===== src/rtl/sdram_arb_pkg.sv =====
// Shared constants and types for the SDRAM slot arbiter and its phase tracker.
package sdram_arb_pkg;

  localparam int ADDR_W    = 25;
  localparam int DATA_W    = 8;
  localparam int NUM_PORTS = 3;

  localparam logic [2:0] SLOT_LAST = 3'd7;

  typedef enum logic [1:0] {
    PORT_VID  = 2'd0,
    PORT_CPU  = 2'd1,
    PORT_LDR  = 2'd2,
    PORT_NONE = 2'd3
  } port_t;

endpackage


===== src/rtl/sdram_slot_phase.sv =====
// Tracks the SDRAM controller's 8-phase slot counter from clkref and flags the
// last cycle of each slot.
module sdram_slot_phase
  import sdram_arb_pkg::*;
(
  input  logic       clk,
  input  logic       reset,
  input  logic       clkref,
  output logic [2:0] ph,
  output logic       slot_end
);

  logic advance;

  // Phase 0 waits for clkref high and phase 7 waits for clkref low, so the
  // counter locks onto the controller within one clkref period.
  always_comb begin
    advance = 1'b1;
    if (ph == SLOT_LAST) begin
      advance = ~clkref;
    end else if (ph == 3'd0) begin
      advance = clkref;
    end
  end

  assign slot_end = (ph == SLOT_LAST) && advance;

  always_ff @(posedge clk) begin
    if (reset) begin
      ph <= 3'd0;
    end else if (advance) begin
      ph <= ph + 3'd1;
    end
  end

endmodule


===== src/rtl/sdram_arbiter.sv =====
// Three-port slot scheduler in front of the single-port SDRAM controller:
// video has priority, CPU and loader share round-robin, with forced refresh slots.
module sdram_arbiter
  import sdram_arb_pkg::*;
#(
  parameter int INIT_SLOTS  = 32,
  parameter int REFRESH_MAX = 6
) (
  input  logic              clk,
  input  logic              reset,
  input  logic              clkref,
  input  logic              init,
  input  logic              p0_req,
  input  logic              p0_we,
  input  logic [ADDR_W-1:0] p0_addr,
  input  logic [DATA_W-1:0] p0_din,
  output logic              p0_ack,
  output logic [DATA_W-1:0] p0_dout,
  input  logic              p1_req,
  input  logic              p1_we,
  input  logic [ADDR_W-1:0] p1_addr,
  input  logic [DATA_W-1:0] p1_din,
  output logic              p1_ack,
  output logic [DATA_W-1:0] p1_dout,
  input  logic              p2_req,
  input  logic              p2_we,
  input  logic [ADDR_W-1:0] p2_addr,
  input  logic [DATA_W-1:0] p2_din,
  output logic              p2_ack,
  output logic [DATA_W-1:0] p2_dout,
  output logic [ADDR_W-1:0] mem_addr,
  output logic [DATA_W-1:0] mem_din,
  input  logic [DATA_W-1:0] mem_dout,
  output logic              mem_oe,
  output logic              mem_we
);

  localparam int HOLD_W = $clog2(INIT_SLOTS + 1);
  localparam int REF_W  = $clog2(REFRESH_MAX + 1);

  logic [2:0]           slot_ph;
  logic                 slot_end;
  logic [NUM_PORTS-1:0] req_vec, we_vec, eligible;
  logic [ADDR_W-1:0]    addr_arr [NUM_PORTS];
  logic [DATA_W-1:0]    din_arr  [NUM_PORTS];

  port_t                owner_reg, owner_next, rr_ptr_reg, rr_ptr_next, winner;
  logic [HOLD_W-1:0]    hold_reg, hold_next;
  logic [REF_W-1:0]     refresh_reg, refresh_next;
  logic [ADDR_W-1:0]    mem_addr_reg, mem_addr_next;
  logic [DATA_W-1:0]    mem_din_reg, mem_din_next;
  logic                 mem_oe_reg, mem_oe_next, mem_we_reg, mem_we_next;
  logic [NUM_PORTS-1:0] ack_reg, ack_next;
  logic [DATA_W-1:0]    dout_reg [NUM_PORTS];
  logic [DATA_W-1:0]    dout_next [NUM_PORTS];

  sdram_slot_phase u_phase (
    .clk     (clk),
    .reset   (reset),
    .clkref  (clkref),
    .ph      (slot_ph),
    .slot_end(slot_end)
  );

  assign req_vec  = {p2_req, p1_req, p0_req};
  assign we_vec   = {p2_we, p1_we, p0_we};
  assign addr_arr = '{p0_addr, p1_addr, p2_addr};
  assign din_arr  = '{p0_din, p1_din, p2_din};

  // The owner of the ending slot is masked so a request still high during its
  // ack cycle is not serviced a second time.
  always_comb begin
    for (int i = 0; i < NUM_PORTS; i++) begin
      eligible[i] = req_vec[i] && (owner_reg != port_t'(i));
    end
    winner = PORT_NONE;
    if (init || hold_reg != '0 || refresh_reg == REF_W'(REFRESH_MAX)) begin
      winner = PORT_NONE;
    end else if (eligible[PORT_VID]) begin
      winner = PORT_VID;
    end else if (rr_ptr_reg == PORT_CPU) begin
      winner = eligible[PORT_CPU] ? PORT_CPU : (eligible[PORT_LDR] ? PORT_LDR : PORT_NONE);
    end else begin
      winner = eligible[PORT_LDR] ? PORT_LDR : (eligible[PORT_CPU] ? PORT_CPU : PORT_NONE);
    end
  end

  always_ff @(posedge clk) begin
    if (reset) begin
      owner_reg    <= PORT_NONE;
      rr_ptr_reg   <= PORT_CPU;
      hold_reg     <= HOLD_W'(INIT_SLOTS);
      refresh_reg  <= '0;
      mem_addr_reg <= '0;
      mem_din_reg  <= '0;
      mem_oe_reg   <= 1'b0;
      mem_we_reg   <= 1'b0;
      ack_reg      <= '0;
      dout_reg     <= '{default: '0};
    end else begin
      owner_reg    <= owner_next;
      rr_ptr_reg   <= rr_ptr_next;
      hold_reg     <= hold_next;
      refresh_reg  <= refresh_next;
      mem_addr_reg <= mem_addr_next;
      mem_din_reg  <= mem_din_next;
      mem_oe_reg   <= mem_oe_next;
      mem_we_reg   <= mem_we_next;
      ack_reg      <= ack_next;
      dout_reg     <= dout_next;
    end
  end

  always_comb begin
    owner_next    = owner_reg;
    rr_ptr_next   = rr_ptr_reg;
    hold_next     = hold_reg;
    refresh_next  = refresh_reg;
    mem_addr_next = mem_addr_reg;
    mem_din_next  = mem_din_reg;
    mem_oe_next   = mem_oe_reg;
    mem_we_next   = mem_we_reg;
    ack_next      = '0;
    dout_next     = dout_reg;
    if (slot_end) begin
      for (int i = 0; i < NUM_PORTS; i++) begin
        if (owner_reg == port_t'(i)) begin
          ack_next[i] = 1'b1;
          if (mem_oe_reg) dout_next[i] = mem_dout;
        end
      end
      if (hold_reg != '0) hold_next = hold_reg - HOLD_W'(1);
      owner_next = winner;
      if (winner == PORT_NONE) begin
        // Idle slot: controller performs its auto-refresh here.
        mem_oe_next  = 1'b0;
        mem_we_next  = 1'b0;
        refresh_next = '0;
      end else begin
        for (int i = 0; i < NUM_PORTS; i++) begin
          if (winner == port_t'(i)) begin
            mem_addr_next = addr_arr[i];
            mem_din_next  = din_arr[i];
            mem_we_next   = we_vec[i];
            mem_oe_next   = ~we_vec[i];
          end
        end
        refresh_next = refresh_reg + REF_W'(1);
        if (winner != PORT_VID) rr_ptr_next = (rr_ptr_reg == PORT_CPU) ? PORT_LDR : PORT_CPU;
      end
    end
    if (init) hold_next = HOLD_W'(INIT_SLOTS);
  end

  always_comb begin
    mem_addr = mem_addr_reg;
    mem_din  = mem_din_reg;
    mem_oe   = mem_oe_reg;
    mem_we   = mem_we_reg;
    p0_ack   = ack_reg[0];
    p1_ack   = ack_reg[1];
    p2_ack   = ack_reg[2];
    p0_dout  = dout_reg[0];
    p1_dout  = dout_reg[1];
    p2_dout  = dout_reg[2];
  end

  assert property (@(posedge clk) disable iff (reset) slot_end |-> slot_ph == SLOT_LAST);

endmodule


===== config.mk =====
export PLATFORM = sky130hd
export DESIGN_NAME = sdram_arbiter
export DESIGN_NICKNAME = d
export VERILOG_FILES = /design/src/rtl/sdram_arb_pkg.sv /design/src/rtl/sdram_slot_phase.sv /design/src/rtl/sdram_arbiter.sv
export SDC_FILE = /design/constraint.sdc
export NUM_CORES = 1
export LEC_CHECK = 0
export ABC_CLOCK_PERIOD_IN_PS = 2270
export CORE_ASPECT_RATIO = 0.6
export CORE_MARGIN = 1.5
export CORE_UTILIZATION = 38
export DETAILED_ROUTE_END_ITERATION = 12
export PLACE_DENSITY = 0.77
export SYNTH_ARGS = -nofsm -noshare
export SYNTH_HDL_FRONTEND = slang
export SYNTH_SLANG_ARGS = --single-unit

===== constraint.sdc =====
create_clock -name clk -period 2.27 [get_ports clk]
set_input_delay 0.5675 -clock clk [delete_from_list [all_inputs] [get_ports clk]]
set_output_delay 0.5675 -clock clk [all_outputs]
set_load 0.1 [all_outputs]

==> flow_metrics.py, run 1 <==
metrics = {
    "outcome": {
        "status": "finished, final reports clean",
    },
    "global_route": {
        "grt_use_total_pct": 20.34,
        "first_global_vias": 3517,
        "grt_pass1_wl_um": 17260,
        "grt_start_max_net_pins": 43,
        "gr-total-overflow": 0,
        "antenna_found_initial": 0,
    },
    "yosys": {
        "ys_async_sr_fraction_pct": 0,
        "synth_cell_types": 44,
        "synth_ff_type": "dfxtp_1",
        "yosys.area_share.simple_pct": 13.95,
        "yosysMostFrequentCell": "dfxtp_1",
        "ys_top_cells_by_area": "dfxtp_1 (40%), mux2i_1 (15%), o2bb2ai_2 (12%)",
        "postSynthCellCount": 396,
        "synth_compound_area_share_pct": 20.94,
        "synthMuxAreaShare_pct": 15.39,
        "synth_top_cell_by_area": "dfxtp_1",
        "synthesis.nets": 525,
        "synth_fa_ha_area_share_pct": 3.847,
        "synth_edf_count": 0,
        "synth_top_family_by_area": "compound AO/OA/AOI/OAI gates",
        "synth_area_um2": 3902,
        "ys_ff_latch": 78,
        "ys_warn_count": 0,
        "synth_top_area_share_pct": 40.01,
        "synthXorXnorAreaFrac_pct": 0.6733,
        "yosys-top-cells-count": "dfxtp_1 (78), nor2_1 (75), mux2i_1 (60)",
        "yosysSeqAreaShare_pct": 40.01,
        "syn-mean-instance-area_um2": 9.855,
    },
    "worst_setup_path": {
        "worstPathMaxFanout": 11,
        "critPathTopFamily": "buffers and inverters",
        "worst_path_largest_cell_delay_ns": 0.26,
        "crit_start": "p2_req",
        "path_depth": 12,
        "arrival_ns": 2.42,
        "critical_path_class": "in2reg",
        "worstPathCellList": "dlygate4sd2_1 -> a21boi_1 -> o21ai_1 -> nand2_1 -> buf_4 -> and2_4 -> ha_4 -> buf_12 -> mux2i_1 -> nor2_1 -> a21oi_1 -> o2bb2ai_2",
        "startpoint_type": "input port",
        "crit_slowest_cell": "dlygate4sd2_1",
        "cp.required_ns": 2.49,
        "rr_startpoint": "owner_reg[1]",
        "r2r_cells": 11,
        "endpoint_kind": "flop",
        "cp_num_buf_inv": 3,
    },
    "place": {
        "place_congestion": 0.8341,
        "io_buffers": 178,
        "dpl_worst_slack_ns": -0.6888,
        "dp_hpwl_um": 8746,
        "place_area_um2": 5818,
    },
    "pwr": {
        "power.switching_mw": 0.7543,
        "peakVddDrop_mv": 0.4317,
        "combPwrFrac_pct": 13.2,
        "p_leak_nw": 2.555,
        "switching_share_pct": 22.88,
        "clkPwrFrac_pct": 44.3,
        "power_density_nw_per_um2": 521.8,
        "p_seq_share_pct": 42.5,
        "internal-power_mw": 2.543,
    },
    "sta": {
        "setup_viol": 0,
        "relSlewSlack_pct": 53.97,
        "skew_ns": 0.003806,
        "clock.fmax_ghz": 0.4548,
        "finalMaxSlewViolations": 0,
        "worst_slack_ns": 0.07114,
        "period_needed_ns": 2.199,
        "rsz0062_at_grt": "no",
        "hold_viol": 0,
        "max_slew.worst_pin.slew_ns": 0.6888,
        "period_share_pct": 96.87,
    },
    "drt": {
        "num_vias": 3682,
        "via_per_inst": 5.044,
        "dr.pass1.iters": 6,
        "wl_per_cell_um": 16.33,
        "drtIter0Drc": 97,
        "drcViolationCount": 0,
        "finalWirelength_um": 11920,
        "antenna_left": 0,
    },
    "die": {
        "initial_utilization_pct": 39.36,
        "die-height_um": 81.50,
        "core-area_um2": 9915,
        "io_pins": 179,
        "die_area_um2": 10910,
        "row_count": 28,
        "die_w_um": 133.8,
    },
    "finish": {
        "final_util_pct": 63.74,
        "final-seq-area_um2": 1564,
        "multi_input_area_um2": 2272,
        "n_antenna_cell": 0,
        "nNetsFinal": 719,
        "area_growth_syn_to_layout_pct": 61.94,
        "largest_register_ffs": 25,
        "fin_area_um2": 6320,
        "num-fill-cells": 815,
        "drive_gt1_share_pct": 30.08,
    },
    "clock_tree": {
        "cts_root_buf": "clkbuf_16",
        "cts_tree": "yes",
        "clock_latency_ns": 0.33,
        "cts_buffer_depth": 2,
        "clkSlewWorstSetupHoldPaths_ns": 0.06,
        "cts_htree_levels": 3,
        "cts_sinks": 78,
        "cts_buffers": 9,
    },
    "run": {
        "max_cap_viol_count": 0,
    },
    "min_path": {
        "min-delay-start": "mem_addr[19]",
        "holdPathStages": 1,
        "hold_class": "reg2reg",
    },
}
==> final timing paths <==
| kind | to | slack, ns |
|---|---|---|
| worst max-delay path | mem_addr[18] | 0.07 |
| worst min-delay path | mem_addr[19] | 0.47 |
| worst max register to register | mem_addr[18] | 0.10 |
| worst min register to register | mem_addr[19] | 0.47 |
==> power groups by stage <==
stage               logic [mW]  clock network [mW]  registers, mW
floorplan                0.170                   0           1.43
global placement         0.404                   0           1.43
detailed placement       0.422                   0           1.43
CTS                      0.426                1.50           1.40
global route             0.466                1.55           1.40
finish                   0.434                1.46           1.40
==> worst reg2reg max path, delay by kind of cell, from the launching register on <==
family,cells,cell delay (ns)
adders and majority gates,1,0.21
DFF,1,0.44
and+or+nand+nor,3,0.31
AOI/OAI and AO/OA,4,0.57
buffers and inverters,2,0.29
muxes,1,0.24
==> per-layer routing <==
layer	global-route usage (%)	wire (um)	vias up
met4	3.804	34	0
met2	35.21	5757	133
met3	6.605	817	7
li1	-	-	1798
met1	25.27	5314	1744
met5	0	0	-
==> cell type report <==
class | count | area share, %
Tap cell | 135 | 2.673
Timing Repair Buffer | 212 | 31.46
Sequential cell | 78 | 24.75
Inverter | 5 | 0.2970
Multi-Input combinational cell | 284 | 35.95
Clock buffer | 10 | 3.781
Clock inverter | 6 | 1.089
==> cell usage in the layout (no fill, tap or decap), types with 7 or more instances in the layout <==
| cell | Yosys | routed |
|---|---|---|
| clkdlybuf4s50_1 | 0 | 112 |
| buf_4 | 6 | 87 |
| dfxtp_1 | 78 | 76 |
| nor2_1 | 75 | 73 |
| mux2i_1 | 60 | 56 |
| a21oi_1 | 41 | 32 |
| o2bb2ai_2 | 30 | 30 |
| clkbuf_16 | 0 | 10 |
| a21oi_2 | 0 | 9 |
| ha_1 | 12 | 8 |
| nor3_1 | 7 | 7 |
==> metrics by stage <==
| step | total power [mW] | std cells | setup TNS (ns) | hold slack (ns) |
|---|---|---|---|---|
| after floorplan | 1.599 | 396 | 0 | 0.4567 |
| after global placement | 1.835 | 709 | -17.90 | 0.4489 |
| after detailed placement | 1.855 | 709 | -22.70 | 0.4576 |
| after CTS | 3.328 | 728 | 0 | 0.4749 |
| after global routing | 3.417 | 730 | 0 | 0.4822 |
| final | 3.297 | 730 | 0 | 0.4722 |
==> what timing repair did <==
action                                  4_1_cts  5_1_grt
setup buffers                                 1        1
gates cloned                                  2        1
hold buffers                                  0        0
endpoints found under the setup margin       37       36
pin swaps                                     4        3
resized for setup                            15       26
==> cell families (layout without fill, tap and decap cells) <==
logic type | Yosys count | count (layout)
adders and majority gates | 12 | 12
muxes | 60 | 60
xor gates and xnor gates | 3 | 3
AOI/OAI and AO/OA | 93 | 93
DFF | 78 | 78
buffers and inverters | 35 | 233
and+or+nand+nor | 115 | 116
Note: power is estimated with default switching activity, not from simulation.
==> inputs of run 2 (changes only) <==
ABC_CLOCK_PERIOD_IN_PS = 2500   (was 2270)
CORE_MARGIN = 2   (was 1.5)
CORE_UTILIZATION = 42   (was 38)
PLACE_DENSITY = 0.81   (was 0.77)
clock period = 2.5 ns   (was 2.27 ns; I/O delays follow)
==> flow_metrics.py, run 2 (synthesis results as in run 1) <==
metrics = {
    "outcome": {
        "status": "finished, final reports clean",
    },
    "clock_tree": {
        "cts_htree_levels": 3,
        "clock_latency_ns": 0.33,
        "cts_sinks": 78,
        "cts_buffers": 9,
        "clkSlewWorstSetupHoldPaths_ns": 0.05,
        "cts_tree": "yes",
        "cts_hold_buf": 0,
        "cts_buffer_depth": 2,
        "cts_root_buf": "clkbuf_16",
    },
    "pwr": {
        "p_leak_nw": 2.472,
        "combPwrFrac_pct": 12.6,
        "switching_share_pct": 22.25,
        "power.total_mw": 3.066,
        "clkPwrFrac_pct": 45.8,
        "internal-power_mw": 2.384,
        "p_seq_share_pct": 41.6,
        "peakVddDrop_mv": 0.3796,
        "power.switching_mw": 0.6820,
        "power_density_nw_per_um2": 499.3,
    },
    "finish": {
        "final_cell_mix": "clkdlybuf4s50_1 (115), buf_4 (79), dfxtp_1 (78), nor2_1 (74), mux2i_1 (57)",
        "drive_gt1_share_pct": 27.23,
        "largest_register_ffs": 25,
        "nNetsFinal": 708,
        "final_common_cell": "clkdlybuf4s50_1",
        "n_antenna_cell": 0,
        "num-fill-cells": 704,
        "area_growth_syn_to_layout_pct": 57.33,
        "fin_area_um2": 6140,
    },
    "sta": {
        "skew_ns": 0.006481,
        "setup_viol": 0,
        "clock.fmax_ghz": 0.4094,
        "relSlewSlack_pct": 55.65,
        "period_needed_ns": 2.442,
        "fin_hold_ws_ns": 0.4714,
        "finalMaxSlewViolations": 0,
        "rsz0062_at_grt": "yes",
        "max_slew.worst_pin.slew_ns": 0.6637,
        "period_share_pct": 97.70,
        "tns_ns": 0,
        "hold_viol": 0,
    },
    "die": {
        "die_area_um2": 10100,
        "die_w_um": 128.4,
        "die-height_um": 78.67,
        "io_pins": 179,
        "row_count": 27,
        "core-area_um2": 9087,
        "initial_utilization_pct": 42.94,
    },
    "worst_setup_path": {
        "critPathTopFamily": "buffers and inverters",
        "regToRegEndpoint": "mem_addr[11]",
        "crit_slowest_cell": "clkdlybuf4s50_1",
        "r2r_cells": 7,
        "worstPathMaxFanout": 12,
        "worst_path_largest_cell_delay_ns": 0.50,
        "cp_num_buf_inv": 3,
        "startpoint_type": "input port",
        "arrival_ns": 2.66,
        "worstPathCellList": "clkdlybuf4s50_1 -> o21ai_0 -> o2bb2ai_1 -> nand2_1 -> buf_4 -> and2_4 -> ha_4 -> buf_12 -> mux2i_2 -> nor2_1 -> a21oi_2 -> o2bb2ai_2",
        "rr_startpoint": "hold_reg[2]",
        "cp.required_ns": 2.72,
        "endpoint_kind": "flop",
        "reg2reg_setup_slack_ns": 0.21,
        "critical_path_class": "in2reg",
        "path_depth": 12,
    },
    "run": {
        "max_cap_viol_count": 0,
    },
    "drt": {
        "num_vias": 3605,
        "wl_per_cell_um": 16.52,
        "antenna_left": 0,
        "drtIter0Drc": 149,
        "via_per_inst": 5.150,
        "dr.pass1.iters": 4,
        "finalWirelength_um": 11560,
        "drcViolationCount": 0,
    },
    "place": {
        "dp_hpwl_um": 8588,
        "place_congestion": 0.8135,
        "io_buffers": 178,
        "place_area_um2": 5707,
    },
    "min_path": {
        "worstHoldEndpoint": "mem_addr[0]",
        "holdPathStages": 1,
        "hold_class": "reg2reg",
        "min-delay-start": "mem_addr[0]",
    },
    "global_route": {
        "grt_start_max_net_pins": 39,
        "gr-total-overflow": 0,
        "first_global_vias": 3539,
        "grt_use_total_pct": 21.47,
        "antenna_found_initial": 0,
        "grt_pass1_wl_um": 17180,
    },
}
run 2: changes by cell type in the layout (fill, tap and decap cells not counted), sizes merged:
cell and change:
clkinvlp +1, dlymetal6s2s +1, clkdlybuf4s50 +3, clkinv -3, buf -10, dlygate4sd2 -4, inv +1, clkbuf -1
bufinv +1
run 2: worst max path at each step:
stage,from,end,slack [ns]
floorplan,hold_reg[0],mem_addr[23],0.19
global placement,p0_req,mem_addr[13],-0.39
detailed placement,p2_req,mem_addr[11],-0.47
CTS,p1_req,mem_addr[0],0.009
global route,p0_req,mem_addr[0],-0.06
finish,p0_req,mem_addr[0],0.06
run 2: layout make-up:
type / instances / area, um^2 / share of cell area [%]
clock inverters: 6 / 92.59 / 1.508
repair buffers: 201 / 1854 / 30.20
flip-flops and latches: 78 / 1562 / 25.43
well taps: 116 / 145.1 / 2.364
multi-input cells: 284 / 2238 / 36.46
clock buffers: 10 / 229.0 / 3.729
inverters: 5 / 18.77 / 0.3057
run 2: per-layer routing:
layer / vias to the layer above / GRT usage [%] / share of wire (%)
li1: 1768 / - / -
met1: 1724 / 26.05 / 43
met2: 108 / 38.09 / 50
met3: 5 / 7.089 / 7.2
met4: 0 / 2.747 / 0.40
met5: - / 0 / 0
run 2: per-stage QoR:
stage | setup WS, ns | util (%) | cells
after floorplan | 0.1935 | - | 396
after global placement | -0.3862 | 62.80 | 682
after detailed placement | -0.4695 | 62.80 | 682
after CTS | 0.008976 | 66.74 | 700
after global routing | -0.05657 | 67.56 | 700
final | 0.05755 | 67.56 | 700
run 2: power groups by stage:
stage | sequential (mW) | clock, mW | combinational [mW]
global route | 1.28 | 1.48 | 0.424
floorplan | 1.30 | 0 | 0.154
finish | 1.28 | 1.40 | 0.386
CTS | 1.27 | 1.43 | 0.379
global placement | 1.30 | 0 | 0.361
detailed placement | 1.30 | 0 | 0.374
run 2: worst reg2reg max path: cells and delay by family (launching register included):
kind / cells / cell delay, ns
and+or+nand+nor: 4 / 1.27
DFF: 1 / 0.35
adders and majority gates: 1 / 0.22
buffers and inverters: 1 / 0.21
AOI/OAI and AO/OA: 1 / 0.15
run 2: repair_timing:
action | in CTS | in global routing
setup endpoints to repair | 35 | 36
pin swaps | 1 | 1
hold endpoints to repair | 0 | 0
setup buffers | 1 | 0
gates cloned | 1 | 0
gates resized for setup | 5 | 22
==> inputs of run 3 (changes only) <==
ABC_CLOCK_PERIOD_IN_PS = 2800   (was 2500)
CAP_MARGIN = 20   (was default)
CTS_CLUSTER_SIZE = 40   (was default)
clock period = 2.8 ns   (was 2.5 ns; I/O delays follow)
==> flow_metrics.py, run 3 (synthesis results as in run 1) <==
metrics = {
    "outcome": {
        "status": "finished, final reports clean",
    },
    "clock_tree": {
        "cts_sinks": 78,
        "clkSlewWorstSetupHoldPaths_ns": 0.06,
        "cts_root_buf": "clkbuf_16",
        "clock_latency_ns": 0.33,
        "post_cts_buffers": 0,
        "cts_buffer_depth": 2,
        "cts_htree_levels": 3,
        "cts_buffers": 9,
        "cts_tree": "yes",
    },
    "drt": {
        "drtIter0Drc": 126,
        "finalWirelength_um": 10740,
        "num_vias": 3490,
        "via_per_inst": 5.029,
        "dr.pass1.iters": 4,
        "antenna_left": 0,
        "wl_per_cell_um": 15.48,
        "drcViolationCount": 0,
    },
    "sta": {
        "clock.fmax_ghz": 0.3883,
        "period_needed_ns": 2.575,
        "max_slew.worst_pin.slew_ns": 0.6414,
        "skew_ns": 0.007015,
        "period_share_pct": 91.97,
        "rsz0062_at_grt": "no",
        "finalMaxSlewViolations": 0,
        "setup_viol": 0,
        "tns_ns": 0,
        "hold_viol": 0,
        "fin_hold_ws_ns": 0.4715,
        "worst_slack_ns": 0.2247,
        "relSlewSlack_pct": 57.14,
    },
    "finish": {
        "layout.cells.non_filler": 694,
        "n_antenna_cell": 0,
        "final_cell_mix": "clkdlybuf4s50_1 (116), dfxtp_1 (78), buf_4 (76), nor2_1 (74), mux2i_1 (60)",
        "area_growth_syn_to_layout_pct": 54.25,
        "fin_area_um2": 6020,
        "drive_gt1_share_pct": 23.88,
        "largest_register_ffs": 25,
        "final_common_cell": "clkdlybuf4s50_1",
        "nNetsFinal": 703,
    },
    "worst_setup_path": {
        "critical_path_class": "in2reg",
        "reg2reg_setup_slack_ns": 0.28,
        "r2r_cells": 11,
        "cp.required_ns": 3.01,
        "startpoint_type": "input port",
        "endpoint_kind": "flop",
        "worstPathMaxFanout": 7,
        "arrival_ns": 2.78,
    },
    "die": {
        "row_count": 27,
        "core-area_um2": 9087,
        "initial_utilization_pct": 42.94,
        "die_w_um": 128.4,
        "die-height_um": 78.67,
        "io_pins": 179,
        "die_area_um2": 10100,
    },
    "pwr": {
        "peakVddDrop_mv": 0.3847,
        "power_density_nw_per_um2": 438.0,
        "p_leak_nw": 2.426,
    },
    "run": {
        "max_cap_viol_count": 0,
    },
    "min_path": {
        "hold_class": "reg2reg",
        "holdPathStages": 1,
    },
    "global_route": {
        "grt_pass1_wl_um": 17150,
        "grt_start_max_net_pins": 39,
        "antenna_found_initial": 0,
        "grt_use_total_pct": 21.21,
        "gr-total-overflow": 0,
        "first_global_vias": 3473,
    },
    "place": {
        "dpl_worst_slack_ns": -0.2822,
        "dp_hpwl_um": 8279,
        "dp.cells": 678,
        "place_area_um2": 5677,
        "io_buffers": 178,
        "place_congestion": 0.8055,
    },
}
[run 3: cell types whose count changed in the layout (fill, tap and decap cells not counted), moves of 3 or more]
cell     previous run  this run
a21oi_1            30        40
a21oi_2            11         1
buf_4              79        76
mux2i_1            57        60
mux2i_2             3         0
[run 3: layout make-up]
cell class / instances / area (um^2)
inverter: 5 / 18.77
tap: 116 / 145.1
clock buffer: 10 / 239.0
multi-input combinational: 283 / 2166
timing repair buffer: 197 / 1831
sequential: 78 / 1562
fill: 719 / 3068
clock inverter: 5 / 58.81
[run 3: per-stage QoR]
step / power, mW / util (%)
2_1_floorplan: 1.297 / -
3_3_place_gp: 1.481 / 62.47
3_5_place_dp: 1.495 / 62.47
4_1_cts: 2.657 / 65.74
5_1_grt: 2.749 / 66.24
6_report: 2.637 / 66.24
[run 3: routing by layer]
| metal | vias to the layer above | GRT usage, % | share of wire [%] | routed length (um) |
|---|---|---|---|---|
| li1 | 1754 | - | - | - |
| met1 | 1632 | 25.96 | 44 | 4712 |
| met2 | 99 | 36.65 | 48 | 5146 |
| met3 | 5 | 7.294 | 7.8 | 836 |
| met4 | 0 | 3.736 | 0.43 | 46 |
| met5 | - | 0 | 0 | 0 |
[run 3: worst max-delay path, stage by stage]
cell             delay [ns]
clkdlybuf4s50_1        0.50
o21ai_0                0.09
o2bb2ai_1              0.13
nand2_1                0.10
buf_4                  0.12
and2_1                 0.18
ha_4                   0.23
buf_6                  0.17
mux2i_1                0.21
nor2_1                 0.06
a21oi_1                0.19
o2bb2ai_2              0.09
[run 3: worst paths after layout]
path | startpoint | end
max | p0_req | mem_addr[13]
min reg2reg | mem_addr[7] | mem_addr[7]
max reg2reg | hold_reg[0] | mem_addr[13]
min | mem_addr[7] | mem_addr[7]
[run 3: repair_timing]
action | CTS | global route
hold buffers | 0 | 0
endpoints found under the setup margin | 0 | 19
gates resized for setup | 0 | 4
[run 3: power by group]
part / internal (mW) / switching [mW] / total [mW]
clock network: 0.711 / 0.450 / 1.16
registers: 1.13 / 0.0108 / 1.14
logic: 0.216 / 0.122 / 0.338
total: 2.05 / 0.583 / 2.64
